`config.mk`:
```
export PLATFORM = sky130hd
export DESIGN_NAME = instr_encoder
export DESIGN_NICKNAME = d
export VERILOG_FILES = /design/src/rtl/instr_encoder.sv
export SDC_FILE = /design/constraint.sdc
export NUM_CORES = 1
export LEC_CHECK = 0
export CORE_AREA = 5 5 176 127
export CTS_CLUSTER_DIAMETER = 120
export DETAILED_ROUTE_END_ITERATION = 16
export DIE_AREA = 0 0 181 132
export PLACE_DENSITY_LB_ADDON = 0.3
export SYNTH_ARGS = -nofsm -noshare
export SYNTH_HDL_FRONTEND = slang
export SYNTH_SLANG_ARGS = --single-unit
```
`constraint.sdc`:
```
create_clock -name clk -period 2.6 [get_ports clk]
set_clock_uncertainty 0.05 [all_clocks]
set_input_delay 0.39 -clock clk [delete_from_list [all_inputs] [get_ports clk]]
set_output_delay 0.39 -clock clk [all_outputs]
set_load 0.02 [all_outputs]
```
`src/rtl/instr_encoder.sv`:
```
// Packs mnemonic + operand fields into 32-bit MIPS words and streams them to instruction memory.
// Write strobe appears one cycle after acceptance (minimum); im_ready stalls output, FIFO fill drops in_ready.
module instr_encoder #(
    parameter int                DEPTH  = 4,
    parameter int                ADDR_W = 32,
    parameter logic [ADDR_W-1:0] BASE   = ADDR_W'(32'h0000_3000)
) (
    input  logic              clk,
    input  logic              reset,
    input  logic              start,
    input  logic              in_valid,
    output logic              in_ready,
    input  logic [3:0]        in_mnem,
    input  logic              in_last,
    input  logic [4:0]        in_rs,
    input  logic [4:0]        in_rt,
    input  logic [4:0]        in_rd,
    input  logic [4:0]        in_shamt,
    input  logic [15:0]       in_imm,
    input  logic [25:0]       in_jaddr,
    input  logic              im_ready,
    output logic              im_we,
    output logic [ADDR_W-1:0] im_addr,
    output logic [31:0]       im_wdata,
    output logic [15:0]       count,
    output logic              err,
    output logic              done
);

    localparam int               PTR_W    = $clog2(DEPTH);
    localparam logic [PTR_W:0]   CNT_FULL = (PTR_W + 1)'(DEPTH);

    localparam logic [5:0] OP_RTYPE = 6'b000000;
    localparam logic [5:0] OP_ORI   = 6'b001101;
    localparam logic [5:0] OP_LW    = 6'b100011;
    localparam logic [5:0] OP_SW    = 6'b101011;
    localparam logic [5:0] OP_BEQ   = 6'b000100;
    localparam logic [5:0] OP_LUI   = 6'b001111;
    localparam logic [5:0] OP_JAL   = 6'b000011;

    localparam logic [5:0] FN_ADD   = 6'b100000;
    localparam logic [5:0] FN_SUB   = 6'b100010;
    localparam logic [5:0] FN_SLL   = 6'b000000;
    localparam logic [5:0] FN_JR    = 6'b001000;

    typedef enum logic [0:0] {
        S_IDLE,
        S_LOAD
    } state_t;

    state_t              r_state;
    state_t              w_state_nxt;
    logic                w_start_take;
    logic                w_finish;

    logic [31:0]         r_mem [DEPTH];
    logic [PTR_W-1:0]    r_wptr;
    logic [PTR_W-1:0]    r_rptr;
    logic [PTR_W:0]      r_cnt;
    logic                w_full;
    logic                w_empty;
    logic                w_push;
    logic                w_pop;
    logic                w_hs;

    logic [31:0]         w_word;
    logic                w_legal;

    logic                r_last_seen;
    logic                r_err;
    logic                r_done;
    logic                r_im_we;
    logic [ADDR_W-1:0]   r_im_addr;
    logic [31:0]         r_im_wdata;
    logic [15:0]         r_count;
    logic                w_wr_done;

    assign w_full    = (r_cnt == CNT_FULL);
    assign w_empty   = (r_cnt == '0);
    assign in_ready  = (r_state == S_LOAD) && !w_full && !r_last_seen;
    assign w_hs      = in_valid && in_ready;
    assign w_push    = w_hs && w_legal;
    assign w_wr_done = r_im_we && im_ready;
    // The output register refills whenever it is free or being retired this cycle.
    assign w_pop     = !w_empty && (!r_im_we || im_ready);

    always_comb begin
        w_word  = 32'h0000_0000;
        w_legal = 1'b1;
        case (in_mnem)
            4'd0:  w_word = {OP_RTYPE, in_rs, in_rt, in_rd, 5'b0, FN_ADD};
            4'd1:  w_word = {OP_RTYPE, in_rs, in_rt, in_rd, 5'b0, FN_SUB};
            4'd2:  w_word = {OP_ORI, in_rs, in_rt, in_imm};
            4'd3:  w_word = {OP_LW, in_rs, in_rt, in_imm};
            4'd4:  w_word = {OP_SW, in_rs, in_rt, in_imm};
            4'd5:  w_word = {OP_BEQ, in_rs, in_rt, in_imm};
            4'd6:  w_word = {OP_LUI, 5'b0, in_rt, in_imm};
            4'd7:  w_word = {OP_JAL, in_jaddr};
            4'd8:  w_word = {OP_RTYPE, in_rs, 15'b0, FN_JR};
            4'd9:  w_word = {OP_RTYPE, 5'b0, in_rt, in_rd, in_shamt, FN_SLL};
            4'd10: w_word = 32'h0000_0000;
            default: begin
                w_word  = 32'h0000_0000;
                w_legal = 1'b0;
            end
        endcase
    end

    always_ff @(posedge clk or negedge reset) begin
        if (!reset) begin
            r_state <= S_IDLE;
        end else begin
            r_state <= w_state_nxt;
        end
    end

    always_comb begin
        w_state_nxt  = r_state;
        w_start_take = 1'b0;
        w_finish     = 1'b0;
        case (r_state)
            S_IDLE: begin
                if (start) begin
                    w_state_nxt  = S_LOAD;
                    w_start_take = 1'b1;
                end
            end
            S_LOAD: begin
                // Session ends only once every accepted word has actually reached memory.
                if (r_last_seen && w_empty && !r_im_we) begin
                    w_finish    = 1'b1;
                    w_state_nxt = S_IDLE;
                end
            end
            default: w_state_nxt = S_IDLE;
        endcase
    end

    always_ff @(posedge clk) begin
        if (w_push) begin
            r_mem[r_wptr] <= w_word;
        end
    end

    always_ff @(posedge clk or negedge reset) begin
        if (!reset) begin
            r_wptr <= '0;
            r_rptr <= '0;
            r_cnt  <= '0;
        end else begin
            if (w_push) begin
                r_wptr <= r_wptr + 1'b1;
            end
            if (w_pop) begin
                r_rptr <= r_rptr + 1'b1;
            end
            case ({w_push, w_pop})
                2'b10:   r_cnt <= r_cnt + 1'b1;
                2'b01:   r_cnt <= r_cnt - 1'b1;
                default: r_cnt <= r_cnt;
            endcase
        end
    end

    always_ff @(posedge clk or negedge reset) begin
        if (!reset) begin
            r_last_seen <= 1'b0;
            r_err       <= 1'b0;
            r_done      <= 1'b0;
        end else begin
            r_done <= w_finish;
            if (w_start_take) begin
                r_last_seen <= 1'b0;
                r_err       <= 1'b0;
            end else begin
                if (w_hs && in_last) begin
                    r_last_seen <= 1'b1;
                end
                if (w_hs && !w_legal) begin
                    r_err <= 1'b1;
                end
            end
        end
    end

    always_ff @(posedge clk or negedge reset) begin
        if (!reset) begin
            r_im_we    <= 1'b0;
            r_im_addr  <= BASE;
            r_im_wdata <= 32'h0000_0000;
            r_count    <= 16'h0000;
        end else begin
            if (w_pop) begin
                r_im_we    <= 1'b1;
                r_im_wdata <= r_mem[r_rptr];
            end else if (w_wr_done) begin
                r_im_we    <= 1'b0;
            end
            if (w_wr_done) begin
                r_im_addr <= r_im_addr + ADDR_W'(4);
                if (r_count != 16'hFFFF) begin
                    r_count <= r_count + 16'h0001;
                end
            end
            // A start is only taken in IDLE, where no write can be outstanding.
            if (w_start_take) begin
                r_im_addr <= BASE;
                r_count   <= 16'h0000;
            end
        end
    end

    assign im_we    = r_im_we;
    assign im_addr  = r_im_addr;
    assign im_wdata = r_im_wdata;
    assign count    = r_count;
    assign err      = r_err;
    assign done     = r_done;

endmodule

```
=== After elaboration in Yosys (flattened, before gate mapping) ===
Memories as Yosys holds them, arrays and structs flattened. A register that Yosys moved wholly into a read port is not among the register bits.
Index checks and enable logic that the tools add are counted.

* $add $sub $neg: 6
* Bitwise logic cells: 1
* Mux-type cells: 22
* Eq/ne operators: 14
* Reduce and logical (&&, ||, !) cells: 27

{| class="wikitable"
|+ Operators with widths
! cell !! number
|-
| $pmux W32 S10 || 1
|-
| $mux W32 || 2
|-
| $mux W16 || 3
|-
| $add A32 B3 Y32 const B || 1
|-
| $add A16 B1 Y16 const B || 1
|-
| $eq A4 B3 Y1 const B || 4
|-
| $ne A16 B16 Y1 const B || 1
|-
| $mux W1 || 14
|-
| $eq A4 B4 Y1 const B || 3
|-
| $reduce_bool A2 Y1 || 6
|-
| $reduce_or A11 Y1 || 1
|-
| $logic_and A1 B1 Y1 || 10
|-
| $eq A4 B2 Y1 const B || 2
|-
| $logic_not A1 Y1 || 6
|-
| $pmux W3 S2 || 1
|-
| $add A2 B1 Y2 const B || 2
|-
| $eq A4 B1 Y1 const B || 1
|-
| $logic_not A4 Y1 || 1
|-
| $add A3 B1 Y3 const B || 1
|-
| $eq A3 B3 Y1 const B || 1
|-
| $logic_not A3 Y1 || 1
|-
| $sub A3 B1 Y3 const B || 1
|-
| $eq A2 B1 Y1 const B || 1
|-
| $eq A2 B2 Y1 const B || 1
|-
| 4 further kinds || 4
|}

* Bits of input ports: 72
* RAM bits: 128
* Logic and storage cells: 81
* Memories: 1
* Output and inout bits: 84
* Bits in registers: 60

{| class="wikitable"
|+ Memories
! memory !! words !! bits a word !! read ports !! clocked after Yosys merged registers in !! write ports !! line !! source
|-
| r_mem || 4 || 32 || 1 || 1 || 1 || 56 || <nowiki>logic [31:0] r_mem [DEPTH];</nowiki>
|}

=== Depth between registers and ports, before layout ===
Gate-level depths: netlist of the first run.

* Depth in word-level cells: 8
* Gate-level depth with buffers: 11
* Gate-level depth less buffers: 11

=== Worst setup path after synthesis of the first run ===
No wires, ideal clock.

* Path kind: register to register
* Start point: register r_cnt[1]
* End point: memory r_mem[0][0] (enable)
* Data arrival time: 2.484 ns
* Path buffers: 0
* Library setup time: 0.391 ns
* Cell stages (with the launch flop): 6
* Data required time: 2.159 ns
* Period minus slack after synthesis: 2.925 ns
* Setup slack: -0.325 ns
* Cells stage by stage: dfrtp_1 -> inv_1 -> a311oi_1 -> and2_1 -> nor2b_1 -> and2_1

* Word-level cells in the longest chain between the ends: 8

{| class="wikitable"
|+ RTL lines
! element !! line !! source
|-
| from (decl) || 59 || <nowiki>logic [PTR_W:0] r_cnt;</nowiki>
|-
| from (signal assigned) || 158 || <nowiki>2'b10: r_cnt <= r_cnt + 1'b1;</nowiki>
|-
| from (signal assigned) || 159 || <nowiki>2'b01: r_cnt <= r_cnt - 1'b1;</nowiki>
|-
| from (signal assigned) || 160 || <nowiki>default: r_cnt <= r_cnt;</nowiki>
|-
| $eq A3 B3 Y1 || 78 || <nowiki>assign w_full = (r_cnt == CNT_FULL);</nowiki>
|-
| $logic_not A1 Y1 || 80 || <nowiki>assign in_ready = (r_state == S_LOAD) && !w_full && !r_last_seen;</nowiki>
|-
| $logic_and A1 B1 Y1 (2 in a row) || 80 ||
|-
| named net in_ready || 12 || <nowiki>output logic in_ready,</nowiki>
|-
| $logic_and A1 B1 Y1 || 81 || <nowiki>assign w_hs = in_valid && in_ready;</nowiki>
|-
| $logic_and A1 B1 Y1 || 82 || <nowiki>assign w_push = w_hs && w_legal;</nowiki>
|-
| $mux W1 || 140 || <nowiki>if (w_push) begin</nowiki>
|-
| $mux W1 (not written as such) || 141 || <nowiki>r_mem[r_wptr] <= w_word;</nowiki>
|-
| to (decl) || 56 ||
|}

The timed path passes the listed nets, and every way through them passes these cells.

=== Final worst setup path of the first run ===
* Start point: register r_cnt[2]
* End point: memory r_mem[0][16] (enable)

* Word-level cells in the longest chain between the ends: 8

{| class="wikitable"
|+ RTL lines
! element !! line
|-
| $eq A3 B3 Y1 || 78
|-
| $logic_not A1 Y1 || 80
|-
| $logic_and A1 B1 Y1 (2 in a row) || 80
|-
| $logic_and A1 B1 Y1 || 81
|-
| $logic_and A1 B1 Y1 || 82
|-
| $mux W1 || 140
|-
| $mux W1 (not written as such) || 141
|}

No other way between the ends.

==> metrics.log, run 1 <==
INFO  metric cellPowerDensity = 929 nW/um^2
INFO  metric synthesized_netlist_cell_count = 604
INFO  metric mappedNetlistArea = 9070 sq um
INFO  metric instances_no_fill = 1071
INFO  metric reg2reg_depth = 5
INFO  metric number_of_global_route_vias_before_repair = 6000
INFO  metric vias_per_cell = 5.32
INFO  metric post_cts.repair.setup_buffers = 0
INFO  metric tritoncts_clock_tree = built
INFO  metric route.vias.total = 5699
INFO  metric rr_endpoint = r_mem[0][16]$_DFFE_PP_
INFO  metric post_synth_num_cell_types = 50
INFO  metric yosys.area.top_type = edfxtp_1
INFO  metric part_of_the_yosys_area_used_for_sequential_elements = 65.6%
INFO  metric gpl.final_weighted_congestion = 0.818
INFO  metric num-nets-final = 859
INFO  metric detail_route.wirelength.met1 = 8.92 mm
INFO  metric critical_path.reg2reg.startpoint = r_cnt[2]$_DFFE_PN0P_
INFO  metric power_leakage = 4.47 nW
INFO  metric std_cell_rows = 44
INFO  metric drt_pass1_iterations = 5
INFO  metric run_status = finished clean
INFO  metric layout_cells_sized_above_1 = 17.4%
INFO  metric ant_nets = 0
INFO  metric grt_setup_unrepaired = no
INFO  metric postSynthRegisterBits = 213
INFO  metric share_of_synthesized_flip_flops_with_an_asynchronous_set_or_reset = 41.8%
INFO  metric worst_setup_path_startpoint = r_cnt[2]$_DFFE_PN0P_
INFO  metric clkTransAtPathRegs = 0.06 ns
INFO  metric drt-wirelength-per-cell = 19.2 um
INFO  metric die-area = 23900 sq um
INFO  metric post-route-drc-count = 0
INFO  metric worst_skew_late_latency = 0.49 ns
INFO  metric routed.top_layer = met4
INFO  metric area_growth_syn_to_layout = 29.5%
INFO  metric synth_largest_type_area_fraction = 41.0%
INFO  metric initial_antenna_violation_count = 0
INFO  metric place.detailed.instances = 1030
INFO  metric synth_flop_cell = edfxtp_1
INFO  metric clock_tree.root_cell = clkbuf_16
INFO  metric tritoncts_num_sinks = 213
INFO  metric detail_route.wirelength = 20.5 mm
INFO  metric globalRoute.totalOverflow = 0
INFO  metric i_o_pin_count = 156
INFO  metric first_iter_violations = 477
INFO  metric post-route-period-util = 92.9%
INFO  metric die_h = 132 um
INFO  metric global_route.usage.total = 17.1%
INFO  metric timing.final.max_slew_violations = 0
INFO  metric finalSetupViolations = 0
INFO  metric htree_num_levels = 1
INFO  metric worst-r2r-setup-slack = 0.18 ns
INFO  metric critPathRequiredTime = 2.67 ns
INFO  metric synth_area_per_cell = 15.0 sq um
INFO  metric timing.final.crit_period = 2.42 ns
INFO  metric maximum_vdd_ir_drop = 703 uV
INFO  metric wl_met3 = 1.07 mm
INFO  metric antennaDiodeCount = 0
INFO  metric hold_path_class = in -> async
INFO  metric clk_path_buf_depth = 3
INFO  metric synth_area_leaders = edfxtp_1 (41%), dfrtp_1 (24%), mux4_2 (7.7%), mux2_2 (4.2%), xor2_1 (2.4%)
INFO  metric cts_made_buffers = 22
INFO  metric arrival_time_at_the_worst_endpoint = 2.48 ns
INFO  metric crit_fanout = 31
INFO  metric core_area = 20400 sq um
INFO  metric pin_count_of_the_biggest_net_entering_global_routing = 61
INFO  metric wl_met2 = 10.1 mm
INFO  metric initial_cell_density_of_the_core = 44.4%
INFO  metric grt_first_pass_wirelength = 33.3 mm
INFO  metric relSlewSlack = 28.3%
INFO  metric crit_path_start_kind = register
INFO  metric max-cap-violations = 0
INFO  metric worstSetupPathType = reg -> reg
INFO  metric hpwl = 14.0 mm
INFO  metric clock.fmax = 414 MHz
INFO  metric worst-slew-pin-transition = 1.07 ns
INFO  metric die_x = 181 um
INFO  metric io_buffer_count = 152
INFO  metric cp-endpoint = r_mem[0][16]$_DFFE_PP_
INFO  metric synth.yosys.warnings = 0
INFO  metric layout.core_utilization = 57.5%
INFO  metric timing_hold_violations_final = 0
INFO  metric synth_enable_flop_cells = 124
INFO  metric setup.worst_path.end_class = register
cell families (layout without fill, tap and decap cells):
| group | Yosys count | after routing | synth area share [%] |
|---|---|---|---|
| flip-flops | 213 | 213 | 65.6 |
| AND/OR/NAND/NOR | 154 | 154 | 9.30 |
| buffers and inverters | 48 | 237 | 2.22 |
| AO/OA/AOI/OAI | 72 | 72 | 5.52 |
| adder cells (fa/ha/maj) | 8 | 8 | 1.19 |
| multiplexers | 68 | 68 | 12.2 |
| XOR/XNOR | 40 | 40 | 3.86 |
| other | 1 | 3 | 0.0413 |
how the worst min path moves through the flow:
stage,from,to,slack [ns],depth (start not counted)
final,reset,im_wdata[16]$_DFFE_PN0P_,0.34,2
after global placement,reset,im_wdata[16]$_DFFE_PN0P_,0.30,1
after global routing,reset,im_wdata[16]$_DFFE_PN0P_,0.40,2
after detailed placement,reset,im_wdata[22]$_DFFE_PN0P_,0.32,1
after floorplan,reset,count[0]$_DFFE_PN0P_,0.04,0
after CTS,reset,im_wdata[16]$_DFFE_PN0P_,0.33,2
registers in the layout (all words and copies together), names as in the netlist:
register,cells
count,16
done,1
err,1
im_addr,30
im_wdata,31
im_we,1
r_cnt,3
r_last_seen,1
r_mem,124
r_rptr,2
r_state,1
r_wptr,2
through the flow:
step	setup slack, ns	setup TNS (ns)	hold slack (ns)	total power [mW]	area, sq um
3_3_place_gp	0.0173	0	0.301	7.95	11100
2_1_floorplan	0.112	0	0.0444	6.57	9090
3_5_place_dp	-0.120	-2.42	0.322	8.05	11100
6_report	0.184	0	0.339	10.9	11700
4_1_cts	0.139	0	0.334	11.1	11700
5_1_grt	0.0114	0	0.403	11.5	11700
where the power goes:
part | total (mW) | internal (mW) | switching [mW]
combinational | 3.38 | 1.77 | 1.60
clock | 2.96 | 1.74 | 1.22
sequential | 4.57 | 4.15 | 0.422
total | 10.9 | 7.66 | 3.25
routing by layer:
| layer | global-route usage [%] | vias to the layer above |
|---|---|---|
| li1 | - | 2642 |
| met1 | 23.4 | 2858 |
| met2 | 28.8 | 170 |
| met3 | 3.03 | 29 |
| met4 | 4.17 | 0 |
| met5 | 0 | - |
critical path, cell delays in order (launching register included):
cell      delay, ns
dfrtp_1        0.41
a311oi_2       0.32
and2_1         0.18
nor2b_1        0.17
buf_4          0.16
and2_2         0.73
layout by cell type, fill, tap and decap left out, types with 6 or more instances in the layout:
cell             netlist  layout
xnor2_1               15      15
ha_1                   7       7
buf_4                  3      22
clkbuf_1              19       6
mux2_2                34      34
a222oi_1              10      10
nand2_1               25      25
and3_1                14      14
mux4_2                31      31
inv_1                 20      20
dfrtp_1               87      86
nand3_1               14      14
edfxtp_1             124     124
o21ai_0               17      17
clkbuf_16              0      23
nand4_1               11      11
o31ai_1                6       6
xor2_1                25      25
clkdlybuf4s50_1        0     151
a22o_1                13      13
nor3_1                10       9
nor2_1                46      46
a21oi_1               12      11
cells in the mapped netlist (7+ instances only):
| cell type | count |
|---|---|
| edfxtp_1 | 124 |
| dfrtp_1 | 87 |
| nor2_1 | 46 |
| mux2_2 | 34 |
| mux4_2 | 31 |
| nand2_1 | 25 |
| xor2_1 | 25 |
| inv_1 | 20 |
| clkbuf_1 | 19 |
| o21ai_0 | 17 |
| xnor2_1 | 15 |
| and3_1 | 14 |
| nand3_1 | 14 |
| a22o_1 | 13 |
| a21oi_1 | 12 |
| nand4_1 | 11 |
| a222oi_1 | 10 |
| nor3_1 | 10 |
| and2_1 | 7 |
| ha_1 | 7 |
cell type report:
cell class | instances | area (sq um)
flip-flops and latches | 213 | 5950
well taps | 276 | 345
multi-input cells | 345 | 2960
inverters | 21 | 78.8
repair buffers | 176 | 1730
fillers | 1619 | 8680
clock inverters | 10 | 68.8
clock buffers | 30 | 612
what timing repair did:
item | in CTS | in global routing
gates resized for setup | 0 | 1
endpoints found under the hold margin | 29 | 0
endpoints found under the setup margin | 0 | 31
hold buffers | 1 | 0
No activity file was read; power rests on OpenSTA's default activity.
==> run 2: changes to the inputs <==
--- a/config.mk
+++ b/config.mk
@@ -5,10 +5,10 @@
 export SDC_FILE = /design/constraint.sdc
 export NUM_CORES = 1
 export LEC_CHECK = 0
-export CORE_AREA = 5 5 176 127
+export CORE_AREA = 2 2 173 124
 export CTS_CLUSTER_DIAMETER = 120
 export DETAILED_ROUTE_END_ITERATION = 16
-export DIE_AREA = 0 0 181 132
+export DIE_AREA = 0 0 175 126
 export PLACE_DENSITY_LB_ADDON = 0.3
 export SYNTH_ARGS = -nofsm -noshare
 export SYNTH_HDL_FRONTEND = slang
==> metrics.log, run 2 (synthesis results as in run 1) <==
INFO  metric die-area = 22100 sq um (-7.7%)
INFO  metric crit_fanout = 31 (unchanged)
INFO  metric largest_register_ffs = 124 (unchanged)
INFO  metric postLayoutSetupSlackWorst = 0.185 ns (+0.00111 ns)
INFO  metric worst_skew_late_latency = 0.50 ns (about the same)
INFO  metric placement_stage_worst_setup_slack = -0.0375 ns (+0.0821 ns)
INFO  metric fin_setup_tns = 0 ns (unchanged)
INFO  metric first_iter_violations = 428 (-10%)
INFO  metric globalRoute.totalOverflow = 0 (unchanged)
INFO  metric layout.core_utilization = 57.6% (about the same)
INFO  metric gpl.final_weighted_congestion = 0.849 (+3.8%)
INFO  metric die_h = 126 um (-4.5%)
INFO  metric nFillCells = 1584 (-2.2%)
INFO  metric timing_hold_violations_final = 0 (unchanged)
INFO  metric num-nets-final = 859 (unchanged)
INFO  metric core_area = 20400 sq um (unchanged)
INFO  metric die_x = 175 um (-3.3%)
INFO  metric tritoncts_clock_tree = built
INFO  metric setup.worst_path.end_class = register
INFO  metric i_o_pin_count = 156 (unchanged)
INFO  metric crit_slowest_cell = and2_2
INFO  metric hpwl = 13.3 mm (-5.1%)
INFO  metric grt_first_pass_wirelength = 31.3 mm (-6.2%)
INFO  metric clock.fmax = 414 MHz (about the same)
INFO  metric post-route-period-util = 92.9% (about the same)
INFO  metric std_cell_rows = 44 (unchanged)
INFO  metric timing.final.max_slew_violations = 0 (unchanged)
INFO  metric power_leakage = 4.47 nW (about the same)
INFO  metric vias_per_cell = 5.37 (+0.99%)
INFO  metric layout.cells.most_common = clkdlybuf4s50_1
INFO  metric initial_cell_density_of_the_core = 44.4% (unchanged)
INFO  metric run_status = finished clean
INFO  metric drt-wirelength-per-cell = 18.3 um (-4.8%)
INFO  metric cp_max_stage_delay = 0.74 ns (about the same)
INFO  metric crit_path_cell_trace = a311oi_2, and2_1, nor2b_1, buf_4, and2_2
INFO  metric grt_setup_unrepaired = no
INFO  metric cts_made_buffers = 22 (unchanged)
INFO  metric regMostFlops = r_mem
INFO  metric tritoncts_num_sinks = 213 (unchanged)
INFO  metric maximum_vdd_ir_drop = 579 uV (-18%)
INFO  metric detail_route.wirelength = 19.5 mm (-4.9%)
INFO  metric global_route.usage.total = 17.8% (+0.70 points)
INFO  metric io_buffer_count = 152 (unchanged)
INFO  metric pin_count_of_the_biggest_net_entering_global_routing = 40 (-34%)
INFO  metric max-cap-violations = 0 (unchanged)
INFO  metric cts_resized = 0 (unchanged)
INFO  metric drt_pass1_iterations = 5 (unchanged)
INFO  metric route.vias.total = 5750 (+0.89%)
INFO  metric clock_tree.root_cell = clkbuf_16
INFO  metric final_cell_area = 11800 sq um (about the same)
INFO  metric final_cell_mix = clkdlybuf4s50_1 (151), edfxtp_1 (124), dfrtp_1 (86)
INFO  metric ant_nets = 0 (unchanged)
INFO  metric layout_cells_sized_above_1 = 17.9% (+0.53 points)
INFO  metric number_of_global_route_vias_before_repair = 5883 (-2.0%)
INFO  metric initial_antenna_violation_count = 0 (unchanged)
INFO  metric hold_path_class = in -> async
INFO  metric finalSetupViolations = 0 (unchanged)
INFO  metric htree_num_levels = 1 (unchanged)
INFO  metric clk_path_buf_depth = 3 (unchanged)
INFO  metric reg2reg_depth = 5 (unchanged)
INFO  metric arrival_time_at_the_worst_endpoint = 2.47 ns (about the same)
INFO  metric timing.final.crit_period = 2.42 ns (-0.00111 ns)
INFO  metric worstSetupPathType = reg -> reg
INFO  metric worst-slew-pin-transition = 0.948 ns (-0.123 ns)
INFO  metric crit_path_start_kind = register
INFO  metric post-route-drc-count = 0 (unchanged)
INFO  metric relSlewSlack = 36.5% (+8.2 points)
INFO  metric clkTransAtPathRegs = 0.06 ns (about the same)
INFO  metric post_cts.repair.setup_buffers = 0 (unchanged)
INFO  metric hold_buffers = 1 (unchanged)
INFO  metric critPathRequiredTime = 2.66 ns (about the same)
INFO  metric antennaDiodeCount = 0 (unchanged)
INFO  metric dpl_cell_area = 11100 sq um (+0.11%)
INFO  metric area_growth_syn_to_layout = 29.6% (about the same)
INFO  metric cellPowerDensity = 924 nW/um^2 (-0.46%)
-- run 2: cell count changes in the layout (fill, tap and decap cells not counted), moves of 2 or more --
| cell | change |
|---|---|
| clkinv_1 | -2 |
| clkbuf_1 | -3 |
| clkinv_2 | +3 |
| clkinvlp_4 | +2 |
-- run 2: path summary, 6_finish.rpt --
kind                       slack, ns                  endpoint               startpoint
setup / recovery                0.18    r_mem[3][27]$_DFFE_PP_     r_cnt[2]$_DFFE_PN0P_
hold / removal                  0.33  im_wdata[17]$_DFFE_PN0P_                    reset
setup reg to reg                0.18    r_mem[3][27]$_DFFE_PP_     r_cnt[2]$_DFFE_PN0P_
hold reg to reg                 0.45   im_wdata[9]$_DFFE_PN0P_  im_wdata[9]$_DFFE_PN0P_
max in group asynchronous       1.45   im_wdata[0]$_DFFE_PN0P_                    reset
min in group clk                0.45   im_wdata[9]$_DFFE_PN0P_  im_wdata[9]$_DFFE_PN0P_
-- run 2: area by class of cell --
| type | count | area, sq um | area share, % |
|---|---|---|---|
| tap | 276 | 345 | 2.94 |
| sequential | 213 | 5950 | 50.7 |
| multi-input combinational | 345 | 2960 | 25.2 |
| clock buffer | 26 | 587 | 4.99 |
| clock inverter | 13 | 91.3 | 0.777 |
| timing repair buffer | 176 | 1740 | 14.8 |
| inverter | 21 | 78.8 | 0.671 |
-- run 2: routing by layer --
layer	part of all wire (%)	global-route usage (%)
met4	2.0	4.56
met5	0	0
met3	4.6	2.69
met1	44	24.4
met2	49	30.1
-- run 2: metrics by stage --
| stage | std cells | hold slack, ns | total power [mW] |
|---|---|---|---|
| 5_1_grt | 1070 | 0.360 | 11.4 |
| 3_5_place_dp | 1030 | 0.317 | 8.03 |
| 6_report | 1070 | 0.334 | 10.9 |
| 4_1_cts | 1070 | 0.343 | 11.0 |
| 2_1_floorplan | 606 | 0.0444 | 6.57 |
| 3_3_place_gp | 1030 | 0.308 | 7.94 |
-- run 2: where the power goes --
| group | internal [mW] | switching [mW] |
|---|---|---|
| registers | 4.15 | 0.480 |
| clock network | 1.71 | 1.24 |
| logic | 1.78 | 1.51 |
-- run 2: critical path, delay by kind of cell, from the launching register on --
kind	cells	cell delay, ns
AOI/OAI and AO/OA	1	0.31
DFF	1	0.42
buffers and inverters	1	0.16
and+or+nand+nor	3	1.09
